**config.mk**
```make
export PLATFORM = sky130hd
export DESIGN_NAME = lcd_glyph_fetch_flat
export DESIGN_NICKNAME = d
export VERILOG_FILES = /design/src/rtl/lcd_glyph_fetch_if.sv /design/src/rtl/lcd_glyph_fetch.sv /design/src/flat_wrapper.sv
export SDC_FILE = /design/constraint.sdc
export NUM_CORES = 1
export LEC_CHECK = 0
export BUFFER_PORTS_ARGS = -buffer_cell sky130_fd_sc_hd__buf_2
export CAP_MARGIN = 20
export CORE_AREA = 2 2 162 164
export DETAILED_ROUTE_END_ITERATION = 10
export DIE_AREA = 0 0 164 166
export PLACE_DENSITY = 0.73
export RECOVER_POWER = 50
export SLEW_MARGIN = 10
export SYNTH_ARGS = -nofsm -noshare
export SYNTH_HDL_FRONTEND = slang
export SYNTH_SLANG_ARGS = --single-unit
```
**constraint.sdc**
```tcl
create_clock -name lcd_clk -period 4.2 [get_ports lcd_clk]
set_input_delay 0.42 -clock lcd_clk [delete_from_list [all_inputs] [get_ports lcd_clk]]
set_output_delay 0.42 -clock lcd_clk [all_outputs]
set_load 0.005 [all_outputs]
```
**src/rtl/lcd_glyph_fetch_if.sv**
```systemverilog
// Memory-side bus of the glyph fetcher: text RAM lookup and font ROM read.
// Both memories return data one cycle after their address register updates.
interface lcd_glyph_fetch_if;
    logic [3:0]  txt_addr;
    logic [7:0]  txt_data;
    logic        rom_rd_en;
    logic [12:0] rom_addr;
    logic [31:0] rom_data;

    modport master (output txt_addr, rom_rd_en, rom_addr, input txt_data, rom_data);
    modport slave  (input txt_addr, rom_rd_en, rom_addr, output txt_data, rom_data);
endinterface

```
**src/rtl/lcd_glyph_fetch.sv**
```systemverilog
// Per-line glyph row scheduler: on each new in-band line, fetch one font row
// per character (text RAM -> font ROM) and commit them to line_bits.
module lcd_glyph_fetch #(
    parameter logic [10:0] POS_X    = 11'd336,
    parameter logic [10:0] POS_Y    = 11'd224,
    parameter logic [10:0] HEIGHT   = 11'd32,
    parameter int          CHAR_NUM = 4
) (
    input  logic                    lcd_clk,
    input  logic                    sys_rst,
    input  logic [10:0]             pixel_xpos,
    input  logic [10:0]             pixel_ypos,
    lcd_glyph_fetch_if.master       mem,
    output logic [32*CHAR_NUM-1:0]  line_bits,
    output logic                    line_valid,
    output logic                    underrun,
    input  logic                    underrun_clr
);
    localparam int       LW   = 32*CHAR_NUM;
    localparam bit [3:0] LAST = 4'(CHAR_NUM-1);

    typedef enum logic [2:0] {IDLE, TXT, ROM, CAP, COMMIT} state_t;

    state_t         state, state_n;
    logic [10:0]    y_prev;
    logic [4:0]     row, row_n;
    logic [3:0]     idx, idx_n;
    logic [LW-1:0]  shadow, shadow_n, line_bits_n;
    logic           line_valid_n, underrun_n, ur_set;
    logic [3:0]     txt_addr_n;
    logic [12:0]    rom_addr_n;
    logic           rom_rd_en_n;
    logic           line_start, in_band;

    assign line_start = (pixel_ypos != y_prev);
    // 12-bit compare so POS_Y+HEIGHT cannot wrap past 2047
    assign in_band = (pixel_ypos >= POS_Y) &&
                     ({1'b0, pixel_ypos} < ({1'b0, POS_Y} + {1'b0, HEIGHT}));

    always_comb begin
        state_n      = state;
        idx_n        = idx;
        row_n        = row;
        shadow_n     = shadow;
        line_bits_n  = line_bits;
        line_valid_n = line_valid;
        txt_addr_n   = mem.txt_addr;
        rom_addr_n   = mem.rom_addr;
        rom_rd_en_n  = 1'b0;
        ur_set       = 1'b0;

        if (line_start) begin
            // A new line mid-fetch is an underrun, but still restarts the fetch
            ur_set       = (state != IDLE);
            line_valid_n = 1'b0;
            if (in_band) begin
                row_n    = 5'(pixel_ypos - POS_Y);
                idx_n    = 4'd0;
                shadow_n = '0;
                state_n  = TXT;
            end else begin
                state_n  = IDLE;
            end
        end else if (state != IDLE && pixel_xpos >= POS_X) begin
            ur_set       = 1'b1;
            line_valid_n = 1'b0;
            state_n      = IDLE;
        end else begin
            unique case (state)
                TXT: begin
                    txt_addr_n = idx;
                    state_n    = ROM;
                end
                ROM: begin
                    rom_addr_n  = {mem.txt_data, row};
                    rom_rd_en_n = 1'b1;
                    state_n     = CAP;
                end
                CAP: begin
                    shadow_n = LW'({shadow, mem.rom_data});
                    if (idx == LAST) begin
                        state_n = COMMIT;
                    end else begin
                        idx_n   = idx + 4'd1;
                        state_n = TXT;
                    end
                end
                COMMIT: begin
                    line_bits_n  = shadow;
                    line_valid_n = 1'b1;
                    state_n      = IDLE;
                end
                default: ;
            endcase
        end

        underrun_n = ur_set | (underrun & ~underrun_clr);
    end

    always_ff @(posedge lcd_clk) begin
        if (sys_rst) begin
            state         <= IDLE;
            y_prev        <= '0;
            row           <= '0;
            idx           <= '0;
            shadow        <= '0;
            line_bits     <= '0;
            line_valid    <= 1'b0;
            underrun      <= 1'b0;
            mem.txt_addr  <= '0;
            mem.rom_addr  <= '0;
            mem.rom_rd_en <= 1'b0;
        end else begin
            state         <= state_n;
            y_prev        <= pixel_ypos;
            row           <= row_n;
            idx           <= idx_n;
            shadow        <= shadow_n;
            line_bits     <= line_bits_n;
            line_valid    <= line_valid_n;
            underrun      <= underrun_n;
            mem.txt_addr  <= txt_addr_n;
            mem.rom_addr  <= rom_addr_n;
            mem.rom_rd_en <= rom_rd_en_n;
        end
    end
endmodule

```
**src/flat_wrapper.sv**
```systemverilog
// flat-port wrapper written by rule: the top's interface ports become plain ports
module lcd_glyph_fetch_flat 
#(
    parameter logic [10:0] POS_X    = 11'd336,
    parameter logic [10:0] POS_Y    = 11'd224,
    parameter logic [10:0] HEIGHT   = 11'd32,
    parameter int          CHAR_NUM = 4
)
  (lcd_clk, sys_rst, pixel_xpos, pixel_ypos, line_bits, line_valid, underrun, underrun_clr, mem_txt_addr, mem_rom_rd_en, mem_rom_addr, mem_txt_data, mem_rom_data);
  lcd_glyph_fetch_if mem_i ();
  input  logic lcd_clk;
  input  logic sys_rst;
  input  logic [10:0] pixel_xpos;
  input  logic [10:0] pixel_ypos;
  output logic [32*CHAR_NUM-1:0] line_bits;
  output logic line_valid;
  output logic underrun;
  input  logic underrun_clr;
  output wire logic [$bits(mem_i.txt_addr)-1:0] mem_txt_addr;
  output wire logic [$bits(mem_i.rom_rd_en)-1:0] mem_rom_rd_en;
  output wire logic [$bits(mem_i.rom_addr)-1:0] mem_rom_addr;
  input wire logic [$bits(mem_i.txt_data)-1:0] mem_txt_data;
  input wire logic [$bits(mem_i.rom_data)-1:0] mem_rom_data;
  assign mem_txt_addr = mem_i.txt_addr;
  assign mem_rom_rd_en = mem_i.rom_rd_en;
  assign mem_rom_addr = mem_i.rom_addr;
  assign mem_i.txt_data = mem_txt_data;
  assign mem_i.rom_data = mem_rom_data;
  lcd_glyph_fetch #(.POS_X(POS_X), .POS_Y(POS_Y), .HEIGHT(HEIGHT), .CHAR_NUM(CHAR_NUM)) u_core (.lcd_clk(lcd_clk), .sys_rst(sys_rst), .pixel_xpos(pixel_xpos), .pixel_ypos(pixel_ypos), .mem(mem_i), .line_bits(line_bits), .line_valid(line_valid), .underrun(underrun), .underrun_clr(underrun_clr));
endmodule
```
==> metrics.txt, run 1 <==
share of the synthesized area in the top cell type 59.6%; initial drt markers slightly below 600; DRC errors left 0; layout cells sized above 1 15.1%; IO Port Bufs roughly 210; wire length per cell 16.0 um; max incr delay on CP 1570 ps; CTS buffer count 31; GPL Wtd Cong around 0.81; htree depth 1; power density over the cells 476 nW/um2; maximum achievable frequency 0.319 GHz; clock share of power 48.9%; GRT Residual Overflow 0; CTS tree built; Top cell by count, worst path clkbuf_2; Syn Nets approximately 1,100; CP Capture Type flop; post-CTS setup repair buffer count 0; switching share of power 20.5%; io pins ~210; GRT Total Usage 17.8%; Synth area leader dfxtp_1; setup TNS 0 ps; Die ar. 27,200 um2; slew of the pin with the lowest slew margin 2240 ps; CTS Root Cell clkbuf_16; Final Cycle Share around three quarters; Seq cells post-synth 299; CP max-delay cell clkbuf_2; logic gate share of total power 1.9%; Initial Util 39.2%; RSZ-0062 raised after global routing false; Yosys warning total 0; Layout Area Growth over Synthesis 20.8%; top cells by area, synth dfxtp_1 60%, a22o_1 11%, nand2_1 9.7%, a21oi_1 6.5%, mux2i_1 2.2%; Final Skew 14.8 ps; Routed Antenna Nets 0; Post-Layout Cell Count 1,556; CTS clk-pin slew, worst paths 60 ps; vias in the first global route 7,140; post-cts resize count 0; Slew HR -49.3%; crit path time final 3140 ps; Die Ht 166 um; hold buffer count at cts 0; Seq/Total Area, Yosys about 60%; Hold Crit Class primary input to flop; Cell variety after synth 35; worst path arrival time about 3500 ps; Final Hold Viols 0; Reg power frac between 40% and 50%; core box area 25,600 um2; largest net degree at the start of global routing 129; # rows 59; worst-path maximum fanout 104; drt pass-1 iters 4; Net count, final 1,260; CP startpoint kind primary input; Post-synth EDFFs 0; status finished with violations; Final WS setup 1060 ps; global-route wire length before repair 39.5 mm; Longest Clk Path Bufs 3; final setup violating endpoints 0; initial antenna violation count 2; Vias just under 8,000; failing checks capacitance limit, slew limit; Net Switching 0.00119 W; P_leak between 4 and 5 nW; DP Wirelength 15.6 mm; P_int 0.00459 W; total of max-cap violations 1; wirelength, routed about 25 mm; Post-Syn Area 10,000 um2; worst-skew pair later-pin latency 550 ps; fin util 47.4%; Die Wd between 150 and 200 um; crit-path cells clkbuf_2 > clkbuf_2 > a21oi_1; Req. time, crit path 4560 ps; kind of critical path primary input to flop; peak supply drop roughly 0.27 mV; Cells after Synth around 1,000; ys flop type dfxtp_1; # clock sinks 299; asr flop ratio synth 0%; syn avg cell area roughly 10 um2; Slew Viols, Final 105; Placed Cells 1,496; Vias/cell 4.96; DP Worst Slack approximately 1300 ps
## final cells by class
type / instances / area [um2]
antenna: 2 / 5.00
clock buffer: 46 / 892
clock inverter: 12 / 173
fill: 2434 / 13500
inverter: 6 / 22.5
multi-input combinational: 639 / 3610
sequential: 299 / 5990
tap: 335 / 419
timing repair buffer: 217 / 1030
## flip-flops by register name, indices dropped and copies added (netlist names)
register / count
u_core.row: 5
u_core.mem.txt_addr: 4
u_core.line_valid: 1
u_core.shadow: 128
u_core.underrun: 1
u_core.line_bits: 128
u_core.idx: 4
u_core.mem.rom_rd_en: 1
u_core.mem.rom_addr: 13
u_core.y_prev: 11
u_core.state: 3
## placed cells by master, fill, tap and decap left out, types with 2 or more instances in the layout
| master | Yosys | layout |
|---|---|---|
| buf_2 | 27 | 120 |
| bufinv_16 | 0 | 4 |
| o21ai_0 | 8 | 8 |
| buf_1 | 0 | 3 |
| diode_2 | 0 | 2 |
| a22o_1 | 128 | 128 |
| buf_12 | 0 | 3 |
| nand4b_1 | 2 | 2 |
| nand3_1 | 3 | 3 |
| clkbuf_1 | 34 | 94 |
| or3_1 | 2 | 2 |
| nand2b_1 | 2 | 2 |
| clkbuf_16 | 0 | 31 |
| clkbuf_8 | 0 | 6 |
| dfxtp_1 | 299 | 299 |
| clkinvlp_4 | 0 | 2 |
| xor2_1 | 12 | 12 |
| nor3_1 | 8 | 9 |
| nor4_4 | 4 | 2 |
| a21oi_1 | 130 | 130 |
| nor2b_1 | 13 | 13 |
| nand2_1 | 261 | 261 |
| buf_4 | 16 | 4 |
| nor4_1 | 0 | 2 |
| clkbuf_2 | 0 | 2 |
| mux2i_1 | 22 | 22 |
| clkinv_2 | 0 | 4 |
| inv_1 | 6 | 6 |
| nor2_1 | 26 | 26 |
| o21a_1 | 2 | 2 |
## cell families (layout without fill, tap and decap cells)
kind of cell / Yosys count / count (layout) / synth area share, %
xor gates and xnor gates: 13 / 13 / 1.13
AOI/OAI and AO/OA: 276 / 276 / 18.8
buffers and inverters: 85 / 281 / 4.26
muxes: 22 / 22 / 2.19
and+or+nand+nor: 327 / 327 / 13.9
DFF: 299 / 299 / 59.6
other: 0 / 2 / 0
adders and majority gates: 1 / 1 / 0.124
## worst max-delay path: cells and delay by family
kind | cells | cell delay (ps)
AO/OA/AOI/OAI | 1 | 100
buffers and inverters | 2 | 2860
## metrics by stage
stage          cell area, um2  total power, W  hold slack, ps
2_1_floorplan           10000         0.00298             432
3_3_place_gp            11200         0.00302             440
3_5_place_dp            11200         0.00302             443
4_1_cts                 12300         0.00584            54.5
5_1_grt                 12100         0.00596            64.4
6_report                12100         0.00577            76.9
## layer usage
layer	GRT usage, %	wire, um	vias up
met5	0	0	-
met4	4.88	463	0
met3	3.87	1470	34
met2	26.0	10600	194
met1	26.6	12300	3616
li1	-	-	3869
## cells in the mapped netlist, types with 2 or more instances
master / count
buf_6: 2
nand4b_1: 2
dfxtp_1: 299
inv_1: 6
nor4_4: 4
buf_2: 27
o21ai_0: 8
clkbuf_1: 34
nand2b_1: 2
nor3_2: 2
nor2_1: 26
a22o_1: 128
and2_1: 2
nor2b_1: 13
a21oi_1: 130
o21a_1: 2
nand2_1: 261
nor3_1: 8
nand3_1: 3
buf_4: 16
or3_1: 2
mux2i_1: 22
xor2_1: 12
## power by group through the flow
stage	Sequential, W	Combinational [W]	Clock (W)
after floorplan	0.00291	0.0000687	0
after global placement	0.00291	0.000110	0
after detailed placement	0.00291	0.000112	0
after CTS	0.00284	0.000113	0.00288
after global routing	0.00284	0.000118	0.00300
final	0.00284	0.000108	0.00282
## final timing paths
kind / slack [ps] / endpoint / depth (start not counted) / startpoint
worst max register to register: 1310 / u_core.shadow[105] / 7 / u_core.y_prev[10]
worst max-delay path: 1060 / u_core.line_bits[57] / 3 / sys_rst
worst min-delay path: 80 / u_core.shadow[16] / 2 / mem_rom_data[16]
worst min register to register: 450 / u_core.line_bits[111] / 2 / u_core.line_bits[111]
Power figures use the tool's default switching activity.
==> inputs of run 2 (changes only) <==
--- a/config.mk
+++ b/config.mk
@@ -5,12 +5,13 @@
 export SDC_FILE = /design/constraint.sdc
 export NUM_CORES = 1
 export LEC_CHECK = 0
+export ABC_AREA = 1
 export BUFFER_PORTS_ARGS = -buffer_cell sky130_fd_sc_hd__buf_2
 export CAP_MARGIN = 20
-export CORE_AREA = 2 2 162 164
+export CORE_AREA = 2 2 177 179
 export DETAILED_ROUTE_END_ITERATION = 10
-export DIE_AREA = 0 0 164 166
-export PLACE_DENSITY = 0.73
+export DIE_AREA = 0 0 179 181
+export PLACE_DENSITY = 0.72
 export RECOVER_POWER = 50
 export SLEW_MARGIN = 10
 export SYNTH_ARGS = -nofsm -noshare
==> constraint.sdc (replaced) <==
create_clock -name lcd_clk -period 3 [get_ports lcd_clk]
set_input_delay 0.3 -clock lcd_clk [delete_from_list [all_inputs] [get_ports lcd_clk]]
set_output_delay 0.3 -clock lcd_clk [all_outputs]
set_load 0.005 [all_outputs]
==> run 2 against run 1 <==
  * The flow now finishes without violations
  * Worst hold slack got worse by 59 ps
  * Routed wire length increased by 38%
  * Combinational power increased by 78%
  * Synthesized cell count increased by 63%
  * Sequential share of layout area decreased by 7.0 points
  * Final area increased by 17%
  * Die area increased by 19%
  * Sequential power increased by 40%
  * Non-clock buffer count increased by 20
  * Largest cell class unchanged
==> metrics.txt, run 2 <==
Req. time, crit path 3410 ps; CP delay by family, top simple AND/OR/NAND/NOR gates; CTS buffer count 31; WHS Endpoint u_core.underrun; io pins 213; Yosys warning total 0; logic gate share of total power 2.4%; r2r endpoint u_core.line_bits[23]; total of max-cap violations 0; core box area 30,300 um2; reg2reg start u_core.state[1]; P_leak approximately 5 nW; status finished clean; max incr delay on CP 520 ps; Cell variety after synth 23; power density over the cells 557 nW/um2; Die Ht 181 um; Synth top cells by count 344 x nand2_1, 299 x dfxtp_1, 269 x nand3_1, 266 x a21oi_1, 179 x nor2_1; clock share of power 47.0%; most common cell in the netlist nand2_1; R2R depth 9; worst path arrival time 3000 ps; DRC errors left 0; DP Wirelength 22.0 mm; commonest non-fill, non-tap cells in the layout 343 x nand2_1, 299 x dfxtp_1, 269 x nand3_1; wire length per cell between 15 and 20 um; CTS Root Cell clkbuf_16; Synth area leader dfxtp_1; CTS clk-pin slew, worst paths 60 ps; syn avg cell area roughly 7.2 um2; GRT Residual Overflow 0; share of the synthesized area in the top cell type 49.8%; Slew HR 39.5%; initial antenna violation count 2; Reg power frac 50.5%; # rows 64; slew of the pin with the lowest slew margin 908 ps; final setup violating endpoints 0; Vias/cell 5.05; top cells by area, synth dfxtp_1 50%, nand3_1 11%, a21oi_1 11%, nand2_1 11%, nor2_1 5.6%; Net Switching 0.00167 W; crit path time final 2580 ps; Seq/Total Area, Yosys between 40% and 50%; crit-path cells dlygate4sd3_1 > clkbuf_1 > xnor2_1 > nand2_1 > nor2_1 > nand2_4 > nor2_4 > nand2_4 > buf_2 > nand2_1 > a21oi_1; Die Wd 179 um; setup TNS 0 ps; Seq cells post-synth 299; drt pass-1 iters 7; ys flop type dfxtp_1; Die ar. between 30,000 and 40,000 um2; post-route total power roughly 0.0079 W; area of the multi-input gates 4880 um2; largest net degree at the start of global routing 205; htree depth 1; kind of critical path primary input to flop; CP Capture Type flop; wirelength, routed 34.3 mm; Layout Area Growth over Synthesis 17.7%; Hold Startpoint underrun_clr; vias in the first global route between 10,000 and 15,000; Post-synth EDFFs 0; maximum achievable frequency 0.387 GHz; FF+latch area around 6000 um2; IO Port Bufs between 200 and 250; hold path cells 4; Final Skew 7.99 ps; Slew Viols, Final 0; worst-path maximum fanout 45; initial drt markers 986; commonest non-fill, non-tap cell in the layout nand2_1; Routed Antenna Nets 0; Syn Nets 1,736; Hold Crit Class primary input to flop; Worst Setup SP pixel_ypos[6]; switching share of power 21.2%; Longest Clk Path Bufs 3; CTS tree built; Net count, final 1,873; r2r setup slk around 560 ps; GPL Wtd Cong between 0.8 and 0.9; Final Hold Viols 0; Cells after Synth 1,670; Vias 11,200; layout cells sized above 1 9.19%; global-route wire length before repair 54.4 mm; GRT Total Usage 20.6%; worst-skew pair later-pin latency about 550 ps; post-CTS setup repair buffer count 0; # clock sinks 299; Fillers 3,144; fin util 46.6%; post-cts resize count 0; biggest regs u_core.line_bits: 128 flops, u_core.shadow: 128 flops, u_core.mem.rom_addr: 13 flops; peak supply drop roughly 0.43 mV; asr flop ratio synth 0%; Post-Syn Area 12,000 um2; CP startpoint kind primary input; P_int 0.00622 W; RSZ-0062 raised after global routing false; Worst Path Buf+Inv 3; Initial Util 39.6%; Final Cycle Share 86.2%; CP max-delay cell dlygate4sd3_1
[run 2: kinds of logic after synthesis]
logic type / after synthesis / share of synthesized area (%)
and+or+nand+nor: 805 / 28.3
DFF: 299 / 49.8
buffers and inverters: 284 / 9.88
AOI/OAI and AO/OA: 275 / 11.5
xor gates and xnor gates: 6 / 0.437
adders and majority gates: 1 / 0.104
[run 2: metrics by stage]
stage               std cells  hold slack [ps]  cell area, um2  setup slack [ps]
finish                   2227             18.3           14200               415
global route             2227             23.7           14200               218
CTS                      2224             1.68           14300               599
detailed placement       2158              450           13200               584
global placement         2158              446           13200               602
floorplan                1670              407           12000              1410
[run 2: area by class of cell]
| class | count | share of cell area (%) |
|---|---|---|
| timing repair buffer | 237 | 8.73 |
| clock buffer | 47 | 6.47 |
| clock inverter | 8 | 0.477 |
| tap | 396 | 3.50 |
| multi-input combinational | 1087 | 34.5 |
| inverter | 151 | 4.02 |
| sequential | 299 | 42.3 |
| antenna | 2 | 0.0354 |
[run 2: worst min-delay path, cell delays in order]
cell	delay, ps
buf_2	80
inv_1	30
nand2_1	40
a21oi_1	50
[run 2: routing by layer]
layer  global-route usage, %  vias up  share of wire (%)
met5                       0        -                  0
met3                    2.40       55                5.8
met1                    28.5     5176                 44
met2                    33.4      386                 47
met4                    6.34        0                2.9
li1                        -     5628                  -
[run 2: repair_timing]
item	4_1_cts	5_1_grt
setup endpoints to repair	0	0
endpoints found under the hold margin	11	0
hold buffers	11	0
[run 2: worst max path at each step]
stage	endpoint	slack, ps	depth (start not counted)
floorplan	u_core.line_bits[107]	1410	10
global placement	u_core.line_bits[61]	600	10
detailed placement	u_core.shadow[57]	580	10
CTS	u_core.shadow[57]	600	11
global route	u_core.line_bits[26]	220	11
finish	u_core.line_bits[22]	420	11
[run 2: power groups by stage]
stage | Combinational, W | Sequential [W] | Clock (W)
final | 0.000192 | 0.00399 | 0.00371
after global routing | 0.000215 | 0.00399 | 0.00394
after global placement | 0.000182 | 0.00407 | 0
after floorplan | 0.000112 | 0.00407 | 0
after CTS | 0.000195 | 0.00399 | 0.00378
after detailed placement | 0.000183 | 0.00408 | 0
